--- src/rtl/pipelined_addsub_pkg.sv ---
// pipelined_addsub_pkg: parameter legality and stage-count helpers for the digit-pipelined adder
package pipelined_addsub_pkg;
  function automatic bit legal(int width, int digit);
    return digit >= 1 && width >= digit && width % digit == 0;
  endfunction
  function automatic int stages(int width, int digit);
    return width / digit;
  endfunction
endpackage

--- src/rtl/pipelined_addsub_if.sv ---
// pipelined_addsub_if: operand/result bundle of the pipelined adder
interface pipelined_addsub_if #(parameter int WIDTH = 16);
  logic en, in_valid, sub, c, carry, ovf, out_valid;
  logic [WIDTH-1:0] a, b, s;
  modport master(output en, in_valid, sub, a, b, c, input s, carry, ovf, out_valid);
  modport slave(input en, in_valid, sub, a, b, c, output s, carry, ovf, out_valid);
endinterface

--- src/rtl/addsub_digit_stage.sv ---
// addsub_digit_stage: resolves digit K and forwards the partially summed operands one stage
module addsub_digit_stage #(
  parameter int WIDTH = 16,
  parameter int DIGIT = 4,
  parameter int K = 0
) (
  input  logic             clk,
  input  logic             rst,
  input  logic             en_i,
  input  logic             valid_i,
  input  logic [WIDTH-1:0] x_i,
  input  logic [WIDTH-1:0] y_i,
  input  logic             cy_i,
  output logic             valid_o,
  output logic [WIDTH-1:0] x_o,
  output logic [WIDTH-1:0] y_o,
  output logic             cy_o
);
  localparam int LO = K * DIGIT;
  logic [DIGIT:0] dsum;
  logic [WIDTH-1:0] x_d, y_d, x_q, y_q;
  logic valid_q, cy_q;
  assign dsum = {1'b0, x_i[LO +: DIGIT]} + {1'b0, y_i[LO +: DIGIT]} + {{DIGIT{1'b0}}, cy_i};
  // x carries finished sum digits below, raw A digits above; y keeps only the undone B' digits
  always_comb begin
    x_d = x_i;
    x_d[LO +: DIGIT] = dsum[DIGIT-1:0];
    y_d = y_i;
    y_d[LO +: DIGIT] = '0;
  end
  always_ff @(posedge clk) begin
    if (rst) begin
      valid_q <= 1'b0;
      x_q <= '0;
      y_q <= '0;
      cy_q <= 1'b0;
    end else if (en_i) begin
      valid_q <= valid_i;
      if (valid_i) begin
        x_q <= x_d;
        y_q <= y_d;
        cy_q <= dsum[DIGIT];
      end
    end
  end
  assign valid_o = valid_q;
  assign x_o = x_q;
  assign y_o = y_q;
  assign cy_o = cy_q;
endmodule

--- src/rtl/pipelined_addsub.sv ---
// pipelined_addsub: two's-complement add/subtract resolving one DIGIT-bit slice per pipeline stage
module pipelined_addsub
  import pipelined_addsub_pkg::*;
#(
  parameter int WIDTH = 16,
  parameter int DIGIT = 4
) (
  input logic clk,
  input logic rst,
  pipelined_addsub_if.slave bus
);
  localparam int STAGES = stages(WIDTH, DIGIT);
  localparam int LO = WIDTH - DIGIT;
  if (!legal(WIDTH, DIGIT)) begin : g_bad
    $error("pipelined_addsub: WIDTH must be a positive multiple of DIGIT");
  end
  logic v_p [STAGES];
  logic c_p [STAGES];
  logic [WIDTH-1:0] x_p [STAGES];
  logic [WIDTH-1:0] y_p [STAGES];
  logic [WIDTH:0] sum_d, cin_d;
  logic [WIDTH-1:0] s_q;
  logic carry_q, ovf_q, out_valid_q, ovf_d;
  assign v_p[0] = bus.in_valid;
  assign x_p[0] = bus.a;
  assign y_p[0] = bus.sub ? ~bus.b : bus.b;
  assign c_p[0] = bus.c ^ bus.sub;
  for (genvar k = 0; k < STAGES - 1; k++) begin : g_st
    addsub_digit_stage #(.WIDTH(WIDTH), .DIGIT(DIGIT), .K(k)) u_stage (
      .clk(clk), .rst(rst), .en_i(bus.en),
      .valid_i(v_p[k]), .x_i(x_p[k]), .y_i(y_p[k]), .cy_i(c_p[k]),
      .valid_o(v_p[k+1]), .x_o(x_p[k+1]), .y_o(y_p[k+1]), .cy_o(c_p[k+1])
    );
  end
  // lower digits of y are already zero, so a full-width add only resolves the top digit
  assign cin_d = {{WIDTH{1'b0}}, c_p[STAGES-1]} << LO;
  assign sum_d = {1'b0, x_p[STAGES-1]} + {1'b0, y_p[STAGES-1]} + cin_d;
  assign ovf_d = x_p[STAGES-1][WIDTH-1] ^ y_p[STAGES-1][WIDTH-1] ^ sum_d[WIDTH-1] ^ sum_d[WIDTH];
  always_ff @(posedge clk) begin
    if (rst) begin
      s_q <= '0;
      carry_q <= 1'b0;
      ovf_q <= 1'b0;
      out_valid_q <= 1'b0;
    end else if (bus.en) begin
      out_valid_q <= v_p[STAGES-1];
      if (v_p[STAGES-1]) begin
        s_q <= sum_d[WIDTH-1:0];
        carry_q <= sum_d[WIDTH];
        ovf_q <= ovf_d;
      end
    end
  end
  assign bus.s = s_q;
  assign bus.carry = carry_q;
  assign bus.ovf = ovf_q;
  assign bus.out_valid = out_valid_q;
endmodule

--- src/flat_wrapper.sv ---
// flat-port wrapper written by rule: the top's interface ports become plain ports
module pipelined_addsub_flat import pipelined_addsub_pkg::*;
#(
  parameter int WIDTH = 16,
  parameter int DIGIT = 4
)
  (clk, rst, bus_en, bus_in_valid, bus_sub, bus_a, bus_b, bus_c, bus_s, bus_carry, bus_ovf, bus_out_valid);
  pipelined_addsub_if #(.WIDTH(WIDTH)) bus_i ();
  input logic clk;
  input logic rst;
  input wire logic [$bits(bus_i.en)-1:0] bus_en;
  input wire logic [$bits(bus_i.in_valid)-1:0] bus_in_valid;
  input wire logic [$bits(bus_i.sub)-1:0] bus_sub;
  input wire logic [$bits(bus_i.a)-1:0] bus_a;
  input wire logic [$bits(bus_i.b)-1:0] bus_b;
  input wire logic [$bits(bus_i.c)-1:0] bus_c;
  output wire logic [$bits(bus_i.s)-1:0] bus_s;
  output wire logic [$bits(bus_i.carry)-1:0] bus_carry;
  output wire logic [$bits(bus_i.ovf)-1:0] bus_ovf;
  output wire logic [$bits(bus_i.out_valid)-1:0] bus_out_valid;
  assign bus_i.en = bus_en;
  assign bus_i.in_valid = bus_in_valid;
  assign bus_i.sub = bus_sub;
  assign bus_i.a = bus_a;
  assign bus_i.b = bus_b;
  assign bus_i.c = bus_c;
  assign bus_s = bus_i.s;
  assign bus_carry = bus_i.carry;
  assign bus_ovf = bus_i.ovf;
  assign bus_out_valid = bus_i.out_valid;
  pipelined_addsub #(.WIDTH(WIDTH), .DIGIT(DIGIT)) u_core (.clk(clk), .rst(rst), .bus(bus_i));
endmodule
--- config.mk ---
export PLATFORM = sky130hd
export DESIGN_NAME = pipelined_addsub_flat
export DESIGN_NICKNAME = d
export VERILOG_FILES = /design/src/rtl/pipelined_addsub_pkg.sv /design/src/rtl/pipelined_addsub_if.sv /design/src/rtl/addsub_digit_stage.sv /design/src/rtl/pipelined_addsub.sv /design/src/flat_wrapper.sv
export SDC_FILE = /design/constraint.sdc
export NUM_CORES = 1
export LEC_CHECK = 0
export CAP_MARGIN = 20
export CORE_MARGIN = 1.5
export CORE_UTILIZATION = 45
export CTS_CLUSTER_DIAMETER = 60
export DETAILED_ROUTE_END_ITERATION = 16
export GPL_TIMING_DRIVEN = 0
export PLACE_DENSITY_LB_ADDON = 0.15
export SLEW_MARGIN = 0
export SYNTH_ARGS = -nofsm -noshare
export SYNTH_HDL_FRONTEND = slang
export SYNTH_HIERARCHICAL = 1
export SYNTH_SLANG_ARGS = --single-unit
--- constraint.sdc ---
create_clock -name clk -period 2.7 [get_ports clk]
set_input_delay 0.54 -clock clk [delete_from_list [all_inputs] [get_ports clk]]
set_output_delay 0.54 -clock clk [all_outputs]
set_load 0.01 [all_outputs]
After elaboration in Yosys (flattened, before gate mapping)
Cells that the tools add are included.
{"block": "totals", "regBits": 97, "input_bits": 38, "output_inout_bits": 19, "wordCells": 34}
{"block": "op_classes", "add_sub_neg": 8, "n_mux": 1, "bitwise": 5, "n_reduce_logical": 4}
{"operator": "$add 16x16->17", "n": 1}
{"operator": "$add 17x13->17", "n": 1}
{"operator": "$mux 16", "n": 1}
{"operator": "$not 16->16", "n": 1}
{"operator": "$add 4x4->5", "n": 3}
{"operator": "$add 5x1->5", "n": 3}
{"operator": "$reduce_and 2->1", "n": 4}
{"operator": "$xor 1x1->1", "n": 4}

Depth between registers and ports, before layout
Gate-level depths: netlist of the first run.
{"block": "depth", "word_depth": 4, "depth_mapped": 11, "depth_no_buf": 11}

Hierarchy
The synthesis of the first run kept the hierarchy.
{"mod": "pipelined_addsub", "n_inst": 1, "cells_each": 214, "area_each_um2": 1760.4, "seq_area_each_um2": 380.4}
{"mod": "addsub_digit_stage (u_core.g_st[2].u_stage)", "n_inst": 1, "cells_each": 149, "area_each_um2": 1223.7, "seq_area_each_um2": 600.6}
{"mod": "addsub_digit_stage (u_core.g_st[0].u_stage)", "n_inst": 1, "cells_each": 149, "area_each_um2": 1212.4, "seq_area_each_um2": 600.6}
{"mod": "addsub_digit_stage (u_core.g_st[1].u_stage)", "n_inst": 1, "cells_each": 149, "area_each_um2": 1208.7, "seq_area_each_um2": 600.6}

Worst setup path after synthesis of the first run
Ideal clock, no wire load.
{"block": "synth_path", "path_type": "register to register", "startpoint": "register u_core.g_st[2].u_stage.x_q[1]", "endpoint": "register u_core.ovf_q (netlist: u_core/bus.ovf)", "setup_time_ns": 0.095, "t_arrival_ns": 2.415, "required_time_ns": 2.605, "slack_ns": 0.190, "path_stages_with_launch": 11, "path_buffers": 0, "period_less_slack_ns": 2.510, "path_cell_list": "dfxtp_1 -> ha_1 -> ha_1 -> fa_1 -> a211oi_1 -> o21ai_0 -> a21oi_1 -> o21ai_1 -> xor2_1 -> nand2_1 -> o311ai_1"}
{"block": "synth_via", "elab_chain_cells": 4}
{"element": "start: declaration", "line": "addsub_digit_stage.sv:21", "rtl": "logic [WIDTH-1:0] x_d, y_d, x_q, y_q;"}
{"element": "start signal: assignment", "line": "addsub_digit_stage.sv:34", "rtl": "x_q <= '0;"}
{"element": "start signal: assignment", "line": "addsub_digit_stage.sv:40", "rtl": "x_q <= x_d;"}
{"element": "$add 16x16->17 (*)", "line": "pipelined_addsub.sv:37", "rtl": "assign sum_d = {1'b0, x_p[STAGES-1]} + {1'b0, y_p[STAGES-1]} + cin_d;"}
{"element": "$add 17x13->17 (*)", "line": "pipelined_addsub.sv:37"}
{"element": "$xor 1x1->1", "line": "pipelined_addsub.sv:38", "rtl": "assign ovf_d = x_p[STAGES-1][WIDTH-1] ^ y_p[STAGES-1][WIDTH-1] ^ sum_d[WIDTH-1] ^ sum_d[WIDTH];"}
{"element": "$xor 1x1->1 (*)", "line": "pipelined_addsub.sv:38"}
{"element": "end signal: assignment", "line": "pipelined_addsub.sv:50", "rtl": "ovf_q <= ovf_d;"}
{"element": "end: declaration", "line": "pipelined_addsub.sv:23", "rtl": "logic carry_q, ovf_q, out_valid_q, ovf_d;"}
Every way passes the cells marked *; elsewhere a longest branch is shown, timed or not.
A chain may end at the register's enable or synchronous reset.

==> flow_summary.json, run 1 <==
{
  "coreArea_um2": 11600,
  "status": "completed",
  "die_x_um": 113,
  "dpl.hpwl_um": 8840,
  "postSynthAreaPerCell_um2": 8.18,
  "clock_latency_ns": 0.35,
  "reg2reg_from": "u_core/g_st[2].u_stage/y_o[4]$_SDFFE_PP0P_",
  "postSynthCellCount": 661,
  "clock-sinks": 109,
  "cp-start-kind": "flip-flop",
  "grt_pass1_wl_um": 19100,
  "drc_errors": 0,
  "worstSetupPathType": "flip-flop to flip-flop",
  "slew_violations": 0,
  "layout_min_cycle_time_ns": 2.54,
  "grt_max_degree": 20,
  "rows": 39,
  "crit_start": "u_core/g_st[2].u_stage/y_o[4]$_SDFFE_PP0P_",
  "fin_worst_skew_ns": 0.00830,
  "fin_util": 0.567,
  "path_delay_family": "compound AO/OA/AOI/OAI gates",
  "cts_hold_buf": 0,
  "final_layout_size_suffix_gt1_frac": 0.0901,
  "num_vias": 4421,
  "syn-cell-area_um2": 5410,
  "initial_core_util": 0.467,
  "synth-warning-count": 6,
  "slowest_delay_ns": 0.37,
  "maxSlewHeadroom": 0.411,
  "path_cells": "ha_1, ha_1, a21o_1, a21oi_2, a21oi_2, o311a_1, o31a_1, o211ai_1, o311ai_1",
  "synth_top_area_frac": 0.404,
  "syn_to_final_growth_pct": 21.4,
  "io_buffers": 55,
  "setup_violations": 0,
  "hold_viol_final": 0,
  "powerDensity_nw_per_um2": 520,
  "wirelength_um": 11300,
  "clockRootBuffer": "clkbuf_16",
  "async_reset_ff_frac": 0,
  "crit_required_ns": 2.92,
  "tightest_slew_ns": 0.881,
  "hold_path_class": "flip-flop to flip-flop",
  "yosysTopAreaCell": "dfxtp_1",
  "path_buf_inv": 0,
  "grt_pass1_vias": 4184,
  "path_max_fanout": 5,
  "routedWlPerCell_um": 12.7,
  "via_per_inst": 4.98,
  "max-clock-path-buffers": 2,
  "nets": 824,
  "slowest_stage": "o311a_1",
  "die_area_um2": 12700,
  "vdd_drop_max_mv": 0.285,
  "cts_tree": "done",
  "max_freq_ghz": 0.393,
  "htree_levels": 3,
  "p_leak_nw": 2.54,
  "path_clk_slew_ns": 0.07,
  "yosysUniqueCellTypes": 44,
  "cts_buffers": 9,
  "globalRouteOverflowTotal": 0,
  "drt_iter0_drc": 152,
  "critPathCaptureType": "flip-flop",
  "yosysSeqAreaShare": 0.404,
  "antenna_found_initial": 0,
  "ys_ff_latch": 109,
  "synth-edff-count": 0,
  "setup-tns-final_ns": 0,
  "worstHoldStart": "u_core/bus.s[7]$_SDFFE_PP0P_",
  "antenna_left": 0,
  "period_share": 0.942,
  "grt_usage": 0.188,
  "maxCapViolations": 0,
  "gp_congestion": 0.854,
  "crit_arrival_ns": 2.76,
  "ioPinCount": 57,
  "ys_top_cells_by_area": "dfxtp_1 (40%), nand2_1 (13%), a21oi_1 (9.9%), ha_1 (9.0%), fa_1 (3.0%)",
  "die_y_um": 113,
  "drt_pass1_iterations": 4,
  "synth_ff_type": "dfxtp_1",
  "antennaDiodeCount": 0
}
[cell usage after synthesis (4+ instances only)]
cell      count
fa_1          8
buf_2        17
nand2b_1      4
o21bai_1      4
clkbuf_1     15
buf_4        15
ha_1         39
o21ai_0      13
xor2_1       18
a21oi_1     107
a21oi_2       4
a211oi_1      7
inv_1        16
nand3b_1      8
nand2_1     190
xnor2_1      11
and2_1        4
nand3_1       8
dfxtp_1     109
nor2_1       18
nor2b_1       4
nand4_1       4
[per-stage QoR]
step                      instances  setup WS (ns)  hold slack, ns  total power [mW]  cell area (um2)
after global placement          868         -0.127           0.439              1.99             6170
final                           887          0.157           0.449              3.41             6560
after global routing            887      -0.000408           0.468              3.55             6560
after CTS                       884        0.00809           0.454              3.45             6510
after floorplan                 670          0.190           0.432              1.88             5440
after detailed placement        868         -0.138           0.444              1.99             6170
[per-layer routing]
metal	up-vias	GRT usage	part of all wire
met1	1979	0.223	0.46
met2	79	0.341	0.49
met5	-	0	0
li1	2350	-	-
met3	13	0.0313	0.037
met4	0	0.0684	0.017
[worst min-delay path: cells and delay by family, from the launching register on]
family / cells / cell delay (ns)
AOI/OAI and AO/OA: 1 / 0.05
DFF: 1 / 0.31
and+or+nand+nor: 1 / 0.05
[cell usage in the layout, fill, tap and decap left out, drive strengths merged, types with 2 or more instances in the layout]
master         synthesis  final
nand2                190    190
a21oi                111    111
dfxtp                109    109
clkdlybuf4s50          0     55
ha                    39     39
buf                   32     35
clkbuf                15     27
xor2                  18     18
nor2                  18     18
inv                   16     17
o21ai                 14     14
conb                   3     12
xnor2                 11     11
a211oi                10     10
nand3                  8      8
nand3b                 8      8
fa                     8      8
nor2b                  7      7
and2                   4      4
o21bai                 4      4
nand4                  4      4
nand2b                 4      4
a21o                   3      3
nor3                   3      3
a2111o                 3      3
bufinv                 0      2
nand4b                 2      2
and4                   2      2
o21a                   2      2
or4                    2      2
[power by group]
group / total, mW / leakage, nW / internal (mW) / switching [mW]
sequential: 1.66 / 0.882 / 1.64 / 0.0226
clock: 1.45 / 0.163 / 0.869 / 0.584
combinational: 0.291 / 1.49 / 0.139 / 0.152
total: 3.41 / 2.54 / 2.65 / 0.759
[worst paths after layout]
kind	endpoint	slack (ns)	cells after the start
max	u_core/bus.ovf$_SDFFE_PP0P_	0.16	9
max reg2reg	u_core/bus.ovf$_SDFFE_PP0P_	0.16	9
min	u_core/bus.s[7]$_SDFFE_PP0P_	0.45	2
min reg2reg	u_core/bus.s[7]$_SDFFE_PP0P_	0.45	2
[state kept, by name, indices dropped and copies added, names as in the netlist]
register                     cells
u_core/bus.ovf                   1
u_core/bus.carry                 1
u_core/bus.s                    16
u_core/g_st.u_stage/y_o         36
u_core/g_st.u_stage/cy_o         3
u_core/bus.out_valid             1
u_core/g_st.u_stage/valid_o      3
u_core/g_st.u_stage/x_o         48
[logic make-up (layout without fill, tap and decap cells)]
group	count (synthesis)	in the layout	synth area share
xor gates and xnor gates	29	29	0.0470
buffers and inverters	63	137	0.0581
AOI/OAI and AO/OA	156	156	0.168
adders and majority gates	47	47	0.120
and+or+nand+nor	254	254	0.201
other	3	12	0.00208
DFF	109	109	0.404
[area by class of cell]
| class | instances | area, um2 |
|---|---|---|
| repair buffers | 58 | 573 |
| well taps | 143 | 179 |
| multi-input cells | 498 | 2980 |
| plain buffers | 47 | 254 |
| clock inverters | 4 | 77.6 |
| flip-flops and latches | 109 | 2180 |
| fillers | 1114 | 5000 |
| clock buffers | 12 | 256 |
| inverters | 16 | 60.1 |
[repair_timing]
item / in CTS / in global routing
pin swaps: 0 / 5
setup endpoints to repair: 3 / 3
gates resized for setup: 2 / 7
buffers inserted: 0 / 3
(Power assumes the default switching activity.)
==> run 2: changes to the inputs <==
--- a/config.mk
+++ b/config.mk
@@ -10,6 +10,7 @@
 export CORE_UTILIZATION = 45
 export CTS_CLUSTER_DIAMETER = 60
 export DETAILED_ROUTE_END_ITERATION = 16
+export GPL_ROUTABILITY_DRIVEN = 0
 export GPL_TIMING_DRIVEN = 0
 export PLACE_DENSITY_LB_ADDON = 0.15
 export SLEW_MARGIN = 0
==> results of run 2 <==
Same layout as run 1: the final DEF is identical, and so are final timing and power.
==> run 3: changes to the inputs <==
--- a/config.mk
+++ b/config.mk
@@ -5,7 +5,6 @@
 export SDC_FILE = /design/constraint.sdc
 export NUM_CORES = 1
 export LEC_CHECK = 0
-export CAP_MARGIN = 20
 export CORE_MARGIN = 1.5
 export CORE_UTILIZATION = 45
 export CTS_CLUSTER_DIAMETER = 60
==> results of run 3 <==
Same layout as run 1: the final DEF is identical, and so are final timing and power.
